File: src/rtl/mux2x32_reg_pkg.sv
// Shared constants for the registered 2:1 word multiplexer.
package mux2x32_reg_pkg;

    // Native datapath width.
    localparam int DATA_W = 32;

    // Select encoding: 0 routes operand A, 1 routes operand B.
    localparam logic SEL_A = 1'b0;
    localparam logic SEL_B = 1'b1;

    // Word loaded into the output register on reset.
    localparam logic [DATA_W-1:0] RESET_WORD = 32'h0000_0000;

endpackage : mux2x32_reg_pkg

File: src/rtl/mux2x32_core.sv
// Purely combinational WIDTH-bit 2:1 multiplexer, bit-exact, no latency.
module mux2x32_core
    import mux2x32_reg_pkg::*;
#(
    parameter int WIDTH = DATA_W
) (
    input  logic [WIDTH-1:0] A,
    input  logic [WIDTH-1:0] B,
    input  logic             S,
    output logic [WIDTH-1:0] Y
);

    // Per-bit selection; an unknown select simply propagates through the operator.
    genvar gi;
    generate
        for (gi = 0; gi < WIDTH; gi++) begin : g_bit
            assign Y[gi] = (S == SEL_A) ? A[gi] : B[gi];
        end
    endgenerate

endmodule : mux2x32_core

File: src/rtl/mux2x32_reg.sv
// Registered 2:1 word multiplexer with load enable and valid tracking.
// Y_COMB is the raw mux output for same-cycle consumers such as forwarding;
// Y / OUT_VALID are the registered copy, one clock behind the capturing edge.
module mux2x32_reg
    import mux2x32_reg_pkg::*;
#(
    parameter int               WIDTH     = DATA_W,
    parameter logic [WIDTH-1:0] RESET_VAL = WIDTH'(RESET_WORD)
) (
    input  logic             CLK,
    input  logic             RST,
    input  logic [WIDTH-1:0] A,
    input  logic [WIDTH-1:0] B,
    input  logic             S,
    input  logic             EN,
    input  logic             IN_VALID,
    output logic [WIDTH-1:0] Y_COMB,
    output logic [WIDTH-1:0] Y,
    output logic             OUT_VALID
);

    logic [WIDTH-1:0] w_sel;
    logic [WIDTH-1:0] r_y;
    logic             r_valid;

    mux2x32_core #(
        .WIDTH (WIDTH)
    ) u_core (
        .A (A),
        .B (B),
        .S (S),
        .Y (w_sel)
    );

    // Output stage: reset wins; with EN set, valid follows IN_VALID and data
    // loads only on a valid cycle; with EN clear everything holds.
    always_ff @(posedge CLK) begin
        if (RST) begin
            r_y     <= RESET_VAL;
            r_valid <= 1'b0;
        end else if (EN) begin
            if (IN_VALID) begin
                r_y <= w_sel;
            end
            r_valid <= IN_VALID;
        end
    end

    assign Y_COMB    = w_sel;
    assign Y         = r_y;
    assign OUT_VALID = r_valid;

endmodule : mux2x32_reg

File: config.mk
export PLATFORM = sky130hd
export DESIGN_NAME = mux2x32_reg
export DESIGN_NICKNAME = d
export VERILOG_FILES = /design/src/rtl/mux2x32_reg_pkg.sv /design/src/rtl/mux2x32_core.sv /design/src/rtl/mux2x32_reg.sv
export SDC_FILE = /design/constraint.sdc
export NUM_CORES = 1
export LEC_CHECK = 0
export BUFFER_PORTS_ARGS = -buffer_cell sky130_fd_sc_hd__clkbuf_2
export CAP_MARGIN = 10
export CORE_UTILIZATION = 44
export CTS_CLUSTER_SIZE = 10
export DETAILED_ROUTE_END_ITERATION = 10
export PLACE_DENSITY = 0.86
export SYNTH_ARGS = -nofsm -noshare
export SYNTH_HDL_FRONTEND = slang
export SYNTH_SLANG_ARGS = --single-unit
File: constraint.sdc
create_clock -name CLK -period 2 [get_ports CLK]
set_input_delay 0.4 -clock CLK [delete_from_list [all_inputs] [get_ports CLK]]
set_output_delay 0.4 -clock CLK [all_outputs]
set_load 0.02 [all_outputs]
* After elaboration in Yosys (flattened, before gate mapping)
Index checks and enable logic that the tools add are counted.
Widths: inputs -> output; s select.
** Word-level totals
- Bits in registers :: 33
- Output and inout bits :: 65
- Word-level logic and storage cells :: 35
** Operators by class
- Muxes and demuxes :: 32
- Reductions and logical operators :: 1
** Operator list (number)
- $mux 1 :: 32
- $reduce_and 2->1 :: 1

* Logic depth before layout (Yosys ltp)
- Word-level depth :: 1
- Depth in mapped cells :: 5
- Depth with buffers taken out :: 2

* By module
A second synthesis with hierarchy kept.
** Second synthesis, totals
- Cells, all modules :: 185
- Area, all modules :: 2060.7 µm²
** Modules (own cells, without submodules)
- mux2x32_reg :: instances 1, cells each 149, area an instance 1516.5 µm², seq. area each 660.6 µm²
- mux2x32_core :: instances 1, cells each 36, area an instance 544.3 µm², seq. area each 0.0 µm²

* Worst setup path before layout
Ideal clock, no wire load.
- Path type :: input-to-output
- From :: input port S
- To :: output port Y_COMB[10]
- Arrival :: 1.106 ns
- Setup slack :: 0.494 ns
- Stages :: 4
- Cells stage by stage :: buf_4 -> buf_4 -> mux2i_1 -> inv_1
** Between the ends
- Cells in the longest elaborated chain, start to end :: 1
** Ends and longest elaborated chain
- start: declaration :: line mux2x32_reg.sv:14 : input logic S,
- $mux 1 :: line mux2x32_core.sv:17 : assign Y[gi] = (S == SEL_A) ? A[gi] : B[gi];
- end: declaration :: line mux2x32_reg.sv:17 : output logic [WIDTH-1:0] Y_COMB,
No other way between the ends.

* Final worst setup path
- From :: input port S
- To :: output port Y_COMB[27]
The elaborated chain is that of the path after synthesis.

==> out/results.tsv <==
metric	value	unit
hold depth	3	
Final Max Slew Viols	0	
H-tree Lvls	2	
RD Place Congestion	0.681	
Tcrit/Tclk final	84.1	%
Synth top cells by count	33 x dfxtp_1, 33 x mux2i_1, 32 x a21oi_1, 32 x inv_1, 30 x a211oi_2	
site row count	23	
relative slew slack	63.4	%
hold slack	0.489	ns
clock slew at reported path FFs	0.06	ns
core region area	0.00403	mm²
DRC Markers	0	
port bufs	133	
io pins	134	
HPWL Detailed	3360	µm
Worst EP arrival	1.28	ns
Syn Inst Count	184	
R2R Path End	Y[12]	
Syn Nets	253	
initial antenna violation count	0	
share of layout cells above drive strength 1	56.5	%
first-pass GRT wire length	6600	µm
die height	67.0	µm
synthesized area	0.00186	mm²
worst r2r src	Y[12]	
dominant cells by area after synthesis	dfxtp_1 36%, a211oi_2 20%, mux2i_1 18%	
run status	finished, final reports clean	
Final setup viols	0	
Period minus WS final	1.68	ns
share of the synthesized area in the top cell type	35.5	%
Synth Warn #	0	
depth of the most critical reg-to-reg path	2	
Seq/Total Area, Yosys	35.5	%
clk buf depth	2	
EDFF count, synth	0	
largest net degree at the start of global routing	33	
max cap viols	0	
drt first pass iters	4	
Post-Syn Area per Cell	10.1	µm²
leakage power	0.00137	µW
fin cells	358	
Final nets	377	
drt via density	4.85	
Max VDD drop	0.416	mV
Worst Path Max Fanout	32	
final setup TNS	0	ns
final wirelength	4390	µm
gr ovfl total	0	
Area Growth Syn to Fin	36.7	%
ys async rst share	0	%
GRT Total Usage	19.6	%
Die X	67.0	µm
Vias	1737	
Synth Register Bits	33	
Post-CTS Setup Bufs	0	
maximum clock frequency	595	MHz
Worst Hold Class	in -> reg	
Pwr Density	683	mW/mm²
dominant synthesized flop cell	dfxtp_1	
WHS Endpoint	Y[29]	
CTS Buf Count	5	
actual slew at the worst max-slew pin	0.549	ns
CP startpoint kind	input port	
CTS tree	yes	
Avg WL per Cell	12.3	µm
post-CTS resize count	0	
clk_lat worst skew	0.27	ns
Ant. Diodes	0	
HP Start	A[29]	
hold buffer count at cts	0	
Initial Util	46.2	%
Synth cell types	14	
R2R setup slack	1.32	ns
post-route cell area	0.00254	mm²
WP data required	1.60	ns
ANT nets after route	0	
RSZ-0062 raised after global routing	no	
number of global-route vias before repair	1538	
Final Hold Fails	0	
initial drt markers	72	
Placed Area	0.00246	mm²
CP Capture Type	output port	
# placed instances	351	
Total Die Area	0.00449	mm²
root buf cell	clkbuf_8	
cell taking the most area after synthesis	dfxtp_1	
WS Path Type	in -> out	
CTS sink count	33	
clk_skew	0	ns
## cell usage in the layout, fill, tap and decap left out
| cell | instances |
|---|---|
| a21oi_1 | 32 |
| clkbuf_2 | 133 |
| clkbuf_1 | 1 |
| nor2_1 | 1 |
| clkbuf_8 | 6 |
| a211oi_2 | 30 |
| buf_12 | 2 |
| a211oi_1 | 2 |
| and2_4 | 1 |
| buf_4 | 2 |
| inv_1 | 32 |
| mux2i_1 | 33 |
| dfxtp_1 | 33 |
## metal layers
metal	track usage (%)	share of wire, %
met3	4.28	6.4
met1	19.9	40
met5	0	0
met2	38.1	53
met4	7.18	0.55
## state kept, by name, indices dropped and copies added, names as in the netlist
name,flops
Y,32
OUT_VALID,1
## stage by stage
step                      worst slack, ns  utilization [%]  total power (µW)
final                               0.318             63.1              1740
after global routing                0.209             63.1              1840
after CTS                           0.309             63.1              1760
after detailed placement            0.309             61.0              1270
after global placement              0.329             61.0              1260
after floorplan                     0.494                -              1100
## worst max path at each step
stage,cells after the start,end,slack [ns],startpoint
global route,5,Y_COMB[16],0.21,S
global placement,5,Y_COMB[28],0.33,S
floorplan,4,Y_COMB[10],0.49,S
finish,5,Y_COMB[27],0.32,S
detailed placement,5,Y_COMB[27],0.31,S
CTS,5,Y_COMB[27],0.31,S
## area by class of cell
class                      count  area [µm²]
clock buffer                   7        86.3
fill                         334        1490
inverter                      32         120
multi-input combinational     99         893
sequential                    33         661
tap                           50        62.6
timing repair buffer         137         721
## worst max-delay path, stage by stage
cell and delay, ns:
clkbuf_2 0.10, buf_12 0.23, mux2i_1 0.31, inv_1 0.07
clkbuf_2 0.16
## logic make-up (layout without fill, tap and decap cells)
logic type      Yosys count  count (layout)  share of synthesized area (%)
flops                    33              33                           35.5
simple gates              2               2                          0.672
compound gates           64              64                           29.6
mux                      33              33                           17.8
buf+inv                  52             176                           16.5
## power breakdown
part	internal, µW	switching [µW]	total (µW)
sequential	703	22.5	725
combinational	204	319	523
clock	273	215	488
Note: power is estimated with default switching activity, not from simulation.
